[config.mk]
export PLATFORM = sky130hd
export DESIGN_NAME = read_upsize
export DESIGN_NICKNAME = d
export VERILOG_FILES = /design/src/rtl/read_upsize.sv
export SDC_FILE = /design/constraint.sdc
export NUM_CORES = 1
export LEC_CHECK = 0
export CORE_ASPECT_RATIO = 0.75
export CORE_MARGIN = 10
export CORE_UTILIZATION = 54
export DETAILED_ROUTE_END_ITERATION = 16
export PLACE_DENSITY = 0.87
export SETUP_SLACK_MARGIN = 0.2
export SLEW_MARGIN = 15
export SYNTH_ARGS = -nofsm -noshare
export SYNTH_HDL_FRONTEND = slang
export SYNTH_SLANG_ARGS = --single-unit
[constraint.sdc]
create_clock -name clk_i -period 10.8 [get_ports clk_i]
set_input_delay 2.7 -clock clk_i [delete_from_list [all_inputs] [get_ports clk_i]]
set_output_delay 2.7 -clock clk_i [all_outputs]
set_load 0.1 [all_outputs]
[src/rtl/read_upsize.sv]
// read_upsize: AXI4 read-channel width converter, 32-bit slave port to 128-bit master port.
// One burst in flight; each wide R beat is held in a one-entry buffer and replayed as narrow beats.
module read_upsize #(
    parameter int AXI_ADDR_WIDTH     = 32,
    parameter int AXI_DATA_WIDTH_IN  = 32,
    parameter int AXI_DATA_WIDTH_OUT = 128,
    parameter int AXI_ID_WIDTH       = 5,
    parameter int AXI_USER_WIDTH     = 6
) (
    input  logic                          clk_i,
    input  logic                          rst_i,

    input  logic                          s_ar_valid_i,
    output logic                          s_ar_ready_o,
    input  logic [AXI_ADDR_WIDTH-1:0]     s_ar_addr_i,
    input  logic [7:0]                    s_ar_len_i,
    input  logic [2:0]                    s_ar_size_i,
    input  logic [1:0]                    s_ar_burst_i,
    input  logic [2:0]                    s_ar_prot_i,
    input  logic [3:0]                    s_ar_region_i,
    input  logic                          s_ar_lock_i,
    input  logic [3:0]                    s_ar_cache_i,
    input  logic [3:0]                    s_ar_qos_i,
    input  logic [AXI_ID_WIDTH-1:0]       s_ar_id_i,
    input  logic [AXI_USER_WIDTH-1:0]     s_ar_user_i,

    output logic                          s_r_valid_o,
    input  logic                          s_r_ready_i,
    output logic [AXI_DATA_WIDTH_IN-1:0]  s_r_data_o,
    output logic [1:0]                    s_r_resp_o,
    output logic                          s_r_last_o,
    output logic [AXI_ID_WIDTH-1:0]       s_r_id_o,
    output logic [AXI_USER_WIDTH-1:0]     s_r_user_o,

    output logic                          m_ar_valid_o,
    input  logic                          m_ar_ready_i,
    output logic [AXI_ADDR_WIDTH-1:0]     m_ar_addr_o,
    output logic [7:0]                    m_ar_len_o,
    output logic [2:0]                    m_ar_size_o,
    output logic [1:0]                    m_ar_burst_o,
    output logic [2:0]                    m_ar_prot_o,
    output logic [3:0]                    m_ar_region_o,
    output logic                          m_ar_lock_o,
    output logic [3:0]                    m_ar_cache_o,
    output logic [3:0]                    m_ar_qos_o,
    output logic [AXI_ID_WIDTH-1:0]       m_ar_id_o,
    output logic [AXI_USER_WIDTH-1:0]     m_ar_user_o,

    input  logic                          m_r_valid_i,
    output logic                          m_r_ready_o,
    input  logic [AXI_DATA_WIDTH_OUT-1:0] m_r_data_i,
    input  logic [1:0]                    m_r_resp_i,
    input  logic                          m_r_last_i,
    input  logic [AXI_ID_WIDTH-1:0]       m_r_id_i,
    input  logic [AXI_USER_WIDTH-1:0]     m_r_user_i
);

    localparam int IN_BYTES  = AXI_DATA_WIDTH_IN / 8;
    localparam int OUT_BYTES = AXI_DATA_WIDTH_OUT / 8;
    localparam int MAX_SIZE  = $clog2(IN_BYTES);
    localparam int WIDE_SIZE = $clog2(OUT_BYTES);
    localparam int RATIO     = AXI_DATA_WIDTH_OUT / AXI_DATA_WIDTH_IN;
    localparam int LANE_BITS = $clog2(RATIO);

    localparam logic [1:0] BURST_FIXED = 2'b00;
    localparam logic [1:0] BURST_WRAP  = 2'b10;

    typedef enum logic [1:0] {
        IDLE,
        AR_SEND,
        DATA
    } state_t;

    state_t state, state_next;

    logic [AXI_ADDR_WIDTH-1:0]     cur_addr;
    logic [7:0]                    ar_len;
    logic [2:0]                    ar_size;
    logic [1:0]                    ar_burst;
    logic [AXI_ID_WIDTH-1:0]       ar_id;
    logic [7:0]                    beat_cnt;

    logic                          buf_valid;
    logic [AXI_DATA_WIDTH_OUT-1:0] buf_data;
    logic [1:0]                    buf_resp;
    logic [AXI_USER_WIDTH-1:0]     buf_user;

    logic ar_fire, wide_fire, narrow_fire;
    logic last_beat, buf_release;

    function automatic logic [AXI_ADDR_WIDTH-1:0] size_mask(input logic [2:0] size);
        return (AXI_ADDR_WIDTH'(1) << size) - AXI_ADDR_WIDTH'(1);
    endfunction

    // Incoming AR: clamp unsupported sizes and derive the wide INCR length.
    logic [2:0]                in_size;
    logic                      in_incr;
    logic [AXI_ADDR_WIDTH-1:0] in_aligned, in_last_byte, in_block_diff;

    always_comb begin
        in_size       = (s_ar_size_i > 3'(MAX_SIZE)) ? 3'(MAX_SIZE) : s_ar_size_i;
        in_incr       = (s_ar_burst_i != BURST_FIXED) && (s_ar_burst_i != BURST_WRAP);
        in_aligned    = s_ar_addr_i & ~size_mask(in_size);
        in_last_byte  = in_aligned + (AXI_ADDR_WIDTH'(s_ar_len_i) << in_size);
        in_block_diff = (in_last_byte >> WIDE_SIZE) - (s_ar_addr_i >> WIDE_SIZE);
    end

    // Address of the next narrow beat, following the AXI burst rules.
    logic [AXI_ADDR_WIDTH-1:0] step_addr, wrap_mask, next_addr;
    logic                      crosses;

    always_comb begin
        step_addr = (cur_addr & ~size_mask(ar_size)) + (AXI_ADDR_WIDTH'(1) << ar_size);
        wrap_mask = ((AXI_ADDR_WIDTH'(ar_len) + AXI_ADDR_WIDTH'(1)) << ar_size) - AXI_ADDR_WIDTH'(1);
        case (ar_burst)
            BURST_FIXED: next_addr = cur_addr;
            BURST_WRAP:  next_addr = (cur_addr & ~wrap_mask) | (step_addr & wrap_mask);
            default:     next_addr = step_addr;
        endcase
        crosses = next_addr[AXI_ADDR_WIDTH-1:WIDE_SIZE] != cur_addr[AXI_ADDR_WIDTH-1:WIDE_SIZE];
    end

    always_ff @(posedge clk_i) begin
        if (rst_i) state <= IDLE;
        else       state <= state_next;
    end

    // NOTE: every output and next-state is defaulted first so no path leaves a latch.
    always_comb begin
        state_next   = state;
        s_ar_ready_o = 1'b0;
        m_ar_valid_o = 1'b0;
        m_r_ready_o  = 1'b0;
        s_r_valid_o  = 1'b0;
        if (!rst_i) begin
            case (state)
                IDLE: begin
                    s_ar_ready_o = 1'b1;
                    if (s_ar_valid_i) state_next = AR_SEND;
                end
                AR_SEND: begin
                    m_ar_valid_o = 1'b1;
                    if (m_ar_ready_i) state_next = DATA;
                end
                DATA: begin
                    m_r_ready_o = ~buf_valid;
                    s_r_valid_o = buf_valid;
                    if (buf_valid && s_r_ready_i && last_beat) state_next = IDLE;
                end
                default: state_next = IDLE;
            endcase
        end
    end

    assign ar_fire     = s_ar_ready_o & s_ar_valid_i;
    assign wide_fire   = m_r_ready_o & m_r_valid_i;
    assign narrow_fire = s_r_valid_o & s_r_ready_i;
    assign last_beat   = beat_cnt == ar_len;
    // FIXED and WRAP map one narrow beat to one wide beat; INCR drains a wide beat lane by lane.
    assign buf_release = crosses || (ar_burst == BURST_FIXED) || (ar_burst == BURST_WRAP) || last_beat;

    always_ff @(posedge clk_i) begin
        if (rst_i) begin
            cur_addr      <= '0;
            ar_len        <= '0;
            ar_size       <= '0;
            ar_burst      <= '0;
            ar_id         <= '0;
            beat_cnt      <= '0;
            m_ar_addr_o   <= '0;
            m_ar_len_o    <= '0;
            m_ar_size_o   <= '0;
            m_ar_burst_o  <= '0;
            m_ar_prot_o   <= '0;
            m_ar_region_o <= '0;
            m_ar_lock_o   <= 1'b0;
            m_ar_cache_o  <= '0;
            m_ar_qos_o    <= '0;
            m_ar_user_o   <= '0;
            buf_valid     <= 1'b0;
            // NOTE: the buffer contents are reset as well so narrow data reads as zero after reset.
            buf_data      <= '0;
            buf_resp      <= '0;
            buf_user      <= '0;
        end else begin
            if (ar_fire) begin
                cur_addr      <= s_ar_addr_i;
                ar_len        <= s_ar_len_i;
                ar_size       <= in_size;
                ar_burst      <= s_ar_burst_i;
                ar_id         <= s_ar_id_i;
                beat_cnt      <= '0;
                m_ar_addr_o   <= in_incr ? (s_ar_addr_i & ~AXI_ADDR_WIDTH'(OUT_BYTES - 1)) : s_ar_addr_i;
                m_ar_len_o    <= in_incr ? in_block_diff[7:0] : s_ar_len_i;
                m_ar_size_o   <= in_incr ? 3'(WIDE_SIZE) : in_size;
                m_ar_burst_o  <= s_ar_burst_i;
                m_ar_prot_o   <= s_ar_prot_i;
                m_ar_region_o <= s_ar_region_i;
                m_ar_lock_o   <= s_ar_lock_i;
                m_ar_cache_o  <= s_ar_cache_i;
                m_ar_qos_o    <= s_ar_qos_i;
                m_ar_user_o   <= s_ar_user_i;
            end
            if (wide_fire) begin
                buf_valid <= 1'b1;
                buf_data  <= m_r_data_i;
                buf_resp  <= m_r_resp_i;
                buf_user  <= m_r_user_i;
            end
            if (narrow_fire) begin
                beat_cnt <= beat_cnt + 8'd1;
                cur_addr <= next_addr;
                if (buf_release) buf_valid <= 1'b0;
            end
        end
    end

    // Narrow lane selected by the current beat address.
    logic [AXI_DATA_WIDTH_IN-1:0] lanes [RATIO];
    logic [LANE_BITS-1:0]         lane;

    always_comb begin
        for (int i = 0; i < RATIO; i++) lanes[i] = buf_data[i*AXI_DATA_WIDTH_IN +: AXI_DATA_WIDTH_IN];
        lane = cur_addr[WIDE_SIZE-1:MAX_SIZE];
    end

    assign s_r_data_o = lanes[lane];
    assign s_r_resp_o = buf_resp;
    assign s_r_user_o = buf_user;
    assign s_r_id_o   = ar_id;
    assign s_r_last_o = s_r_valid_o & last_beat;
    assign m_ar_id_o  = ar_id;

    // Narrow last is count-based; wide last/ID and the high length bits carry no information here.
    logic unused_ok;
    assign unused_ok = ^{m_r_last_i, m_r_id_i, in_block_diff[AXI_ADDR_WIDTH-1:8]};

endmodule

Yosys cells after proc, flatten, opt, wreduce, memory -nomap -nowiden
Cells that the tools add are included.
- bits in registers: 262
- logic and storage cells: 98
- $add $sub $neg: 8
- order comparisons: 2
- equal/unequal tests: 10
- shift operators: 4
- multiplexer cells: 27
- bitwise logic cells: 14
- reductions and logical operators: 12
- operators with widths (kind ; count):
    $mux W32 ; 4
    $and A32 B32 Y32 ; 3
    $bmux W32 S2 ; 1
    $not A32 Y32 ; 2
    $pmux W32 S2 ; 1
    $add A32 B32 Y32 ; 1
    $or A32 B32 Y32 ; 1
    $shl A1 B3 Y32 const A ; 1
    $shl A9 B3 Y32 ; 1
    $sub A32 B1 Y32 const B ; 1
    $sub A32 B2 Y32 const B ; 1
    $ne A28 B28 Y1 ; 1
    $mux W8 ; 3
    $add A12 B12 Y12 ; 1
    $and A12 B12 Y12 ; 1
    $not A12 Y12 ; 1
    $shl A1 B3 Y12 const A ; 1
    $shl A8 B3 Y12 ; 1
    $sub A12 B2 Y12 const B ; 1
    $mux W1 ; 11
    $ne A2 B2 Y1 const B ; 5
    $add A8 B1 Y9 const B ; 1
    $add A8 B1 Y8 const B ; 1
    $eq A8 B8 Y1 ; 1
    other kinds (18) ; 31

Depth between registers and ports, before layout
- word-level depth: 14
- depth in mapped cells: 22
- depth with buffers taken out: 21

Worst setup path after synthesis
Ideal clock, no wire load.
- path kind: input-to-output
- start: in rst_i
- end: out m_ar_valid_o
- arrival time: 5069 ps
- slack: 3031 ps
- cell stages on the path: 2
- cell sequence: buf_6 > nor3b_1
- longest elaborated chain between the ends: 1
- ends and longest elaborated chain (what ; RTL line ; RTL):
    start: declaration ; 11 ; input logic rst_i,
    $mux W1 ; 135 ; if (!rst_i) begin
    end: declaration ; 35 ; output logic m_ar_valid_o,
No other way between the ends.

Worst setup path after layout
- start: in rst_i
- end: out m_r_ready_o
- longest elaborated chain between the ends: 1
- ends and longest elaborated chain (what ; RTL line ; RTL):
    $mux W1 ; 135 ;
    end: declaration ; 50 ; output logic m_r_ready_o,
No other way between the ends.

==> impl_metrics.csv <==
group,metric,value,unit
sta,max_freq,121,MHz
pwr,combPwrFrac,23.5,%
sta,final_hold_viol_count,0,
place,gp_congestion,0.935,
floorplan,die_h,157,µm
synthesis,synth_fp_nets,1883,
worst_hold_path,hp-start,"m_ar_addr_o[17]$_SDFFE_PP0P_",
synthesis,synth_edf_count,0,
detailed_routing,wl_per_cell,20.2,µm
clock_tree,clk_path_buf_depth,3,
synthesis,syn_inst,1637,
synthesis,synth-async-reset-ratio,0,%
clock_tree,postCtsHoldBufs,0,
floorplan,io_pins,342,
detailed_routing,routed_wl,45300,µm
global_route,grt_remaining_overflow,0,
setup_path,ff2ff_path_depth,15,
worst_hold_path,hold_depth,2,
setup_path,arrival,5.57,ns
global_route,grt_pass1_vias,12822,
pwr,p_switching,0.839,mW
sta,setup_ws,2.53,ns
detailed_routing,num_vias,13462,
pwr,pwr_density_cell,150,mW/mm²
synthesis,synthXorXnorAreaFrac,2.98,%
clock_tree,cts.sinks,262,
sta,worst_pin_slew,1.16,ns
sta,slew_headroom,22.5,%
pwr,power.leakage,7.19,nW
synthesis,ys_warn_count,0,
global_route,grt_max_degree,115,
outcome,status,"finished clean",
floorplan,row_count,50,
global_route,antenna_found_initial,0,
setup_path,crit_path_end_kind,"primary output",
detailed_routing,routed_via_density,6.01,
pwr,irDropWorstVdd,145,µV
floorplan,initial_core_util,54.5,%
clock_tree,cts_setup_buffers,0,
detailed_routing,dr.pass1.iters,5,
job,drv_cap,0,
setup_path,worst_path_largest_cell_delay,1.24,ns
worst_hold_path,holdPathEnd,"m_ar_addr_o[17]$_SDFFE_PP0P_",
pwr,p_clk_share,37.1,%
synthesis,synth_fa_ha_area_share,2.46,%
setup_path,rrSetupSlack,5.94,ns
detailed_routing,ant_nets,0,
synthesis,yosysSeqAreaShare,38.8,%
place,portBuffers,335,
sta,min_period_over_period,76.6,%
synthesis,yosys-top-cells-area,"dfxtp_1 (39%), nand2_1 (11%), nand3_1 (6.0%)",
setup_path,regToRegStartpoint,"ar_size[2]$_SDFFE_PP0P_",
setup_path,cp_max_fo,41,
floorplan,core,0.0248,mm²
setup_path,start_kind,"primary input",
cells_and_area,layout-drive-gt1-share,6.74,%
sta,rsz0062_at_grt,"no",
clock_tree,clk_latency,0.55,ns
floorplan,die_w,203,µm
floorplan,design.die.area,0.0319,mm²
global_route,grt_usage,26.8,%
synthesis,ys.flop_type,"dfxtp_1",
clock_tree,cts_tree,"done",
synthesis,synth_area_leader_cell,"dfxtp_1",
sta,fin_tns_setup,0,ns
synthesis,syn_area,0.0135,mm²
sta,drv_slew,0,
worst_hold_path,hold_path_class,"flip-flop to flip-flop",
clock_tree,cts-resized-gates,0,
cells_and_area,synthToLayoutAreaGrowth,30.9,%
synthesis,ys_ff_latch,262,
clock_tree,clk_pin_slew,0.06,ns
sta,final.min_clock_period,8.27,ns
sta,finalSetupViolations,0,
detailed_routing,drt_iter0_drc,1396,
synthesis,synth_top_area_share,38.8,%
place,place_ws,2.56,ns
setup_path,r2r_end,"cur_addr[9]$_SDFFE_PP0P_",
global_route,grt_first_pass_wirelength,70300,µm
cells_and_area,fin_nets,2126,
setup_path,critical_path.slowest_cell,"clkdlybuf4s50_1",
detailed_routing,drc,0,
synthesis,synth_compound_area_share,16.9,%
setup_path,worst-endpoint-required,8.10,ns
setup_path,cpMostUsedCell,"clkdlybuf4s50_1",
synthesis,muxShareOfSynthArea,7.52,%
pwr,internal-power,1.81,mW
pwr,p_seq_share,39.4,%
clock_tree,htree_levels,1,
clock_tree,cts-buffers-inserted,27,
synthesis,yosys.area_share.simple,25.7,%
setup_path,critical_path_class,"primary input to primary output",
clock_tree,cts_root_buf,"clkbuf_16",
synthesis,synth_cell_types,93,
synthesis,synth_top_family_by_area,"simple AND/OR/NAND/NOR gates",
pwr,switching_share,31.7,%
synthesis,avgSynthCellArea,8.26,µm²
setup_path,crit_chain,"clkdlybuf4s50_1 > buf_4 > nor3b_1 > nor2b_1 > clkdlybuf4s50_1",
place,dpl.hpwl,31500,µm
sta,fin_skew,0.0170,ns
[routing by layer]
layer / track usage, % / vias to the layer above / wire (µm)
met5: 0 / - / 0
met4: 10.8 / 0 / 1910
met3: 6.35 / 128 / 3890
met2: 42.5 / 660 / 20700
met1: 34.7 / 6395 / 18800
li1: - / 6279 / -
[cells in the final DEF (no fill, tap or decap), types with 19 or more instances in the layout]
cell type / Yosys / layout
mux4_2: 32 / 32
inv_1: 25 / 24
clkbuf_16: 0 / 27
clkdlybuf4s50_1: 0 / 335
mux2i_1: 24 / 24
nand3_1: 162 / 162
nand2_1: 386 / 385
and3_1: 25 / 25
a21oi_1: 70 / 69
xnor2_1: 24 / 24
and2_1: 21 / 19
o21ai_0: 69 / 69
dfxtp_1: 262 / 260
ha_1: 25 / 25
nor2_1: 69 / 68
a22o_1: 51 / 51
[critical path, delay by kind of cell]
kind / cells / cell delay (ns)
buffers and inverters: 3 / 1.93
and+or+nand+nor: 2 / 0.92
[synth_stat cells (25+ instances only)]
| master | instances |
|---|---|
| nor2_1 | 69 |
| a22o_1 | 51 |
| dfxtp_1 | 262 |
| a21oi_1 | 70 |
| nand3_1 | 162 |
| and3_1 | 25 |
| clkbuf_1 | 95 |
| mux4_2 | 32 |
| inv_1 | 25 |
| o21ai_0 | 69 |
| ha_1 | 25 |
| nand2_1 | 386 |
[area by class of cell]
class / instances / area (µm²)
diodes: 3 / 7.51
clock buffers: 35 / 746
clock inverters: 13 / 181
fillers: 1936 / 7120
inverters: 25 / 96.3
multi-input cells: 1213 / 7540
flip-flops and latches: 262 / 5250
well taps: 338 / 423
repair buffers: 351 / 3470
[kinds of logic after synthesis]
group	count (synthesis)
buffers and inverters	162
flip-flops	262
AND/OR/NAND/NOR	758
AO/OA/AOI/OAI	325
adder cells (fa/ha/maj)	26
other	1
multiplexers	60
XOR/XNOR	43
[through the flow]
step	instances	area, µm²	hold slack [ns]	power [mW]	utilization [%]
after floorplan	1637	13500	0.431	1.48	-
after global placement	2189	16800	0.428	1.66	67.5
after detailed placement	2189	16800	0.433	1.68	67.5
after CTS	2237	17700	0.442	2.65	71.3
after global routing	2237	17700	0.456	2.74	71.3
final	2240	17700	0.441	2.65	71.3
[power groups by stage]
stage,clock network [mW],registers (mW),logic [mW]
floorplan,0,1.21,0.269
global placement,0,1.06,0.603
detailed placement,0,1.06,0.611
CTS,0.993,1.04,0.616
global route,1.03,1.05,0.654
finish,0.983,1.04,0.621
[worst max-delay path by stage]
stage / slack (ns) / from / cells after the start / end
floorplan: 3.03 / rst_i / 2 / m_ar_valid_o
global placement: 2.61 / rst_i / 5 / m_r_ready_o
detailed placement: 2.56 / rst_i / 5 / m_r_ready_o
CTS: 2.56 / rst_i / 5 / m_r_ready_o
global route: 2.49 / rst_i / 5 / m_r_ready_o
finish: 2.53 / rst_i / 5 / m_r_ready_o
[state kept, by name, indices dropped and copies added, names as in the netlist]
name           flops
ar_size            3
beat_cnt           8
buf_valid          1
m_ar_addr_o       32
ar_len             8
m_ar_prot_o        3
m_ar_len_o         8
m_ar_lock_o        1
ar_burst           2
s_r_user_o         6
m_ar_size_o        3
m_ar_qos_o         4
m_ar_region_o      4
m_ar_id_o          5
s_r_resp_o         2
m_ar_cache_o       4
buf_data         128
cur_addr          32
m_ar_user_o        6
state              2
No activity file was read; power rests on OpenSTA's default activity.
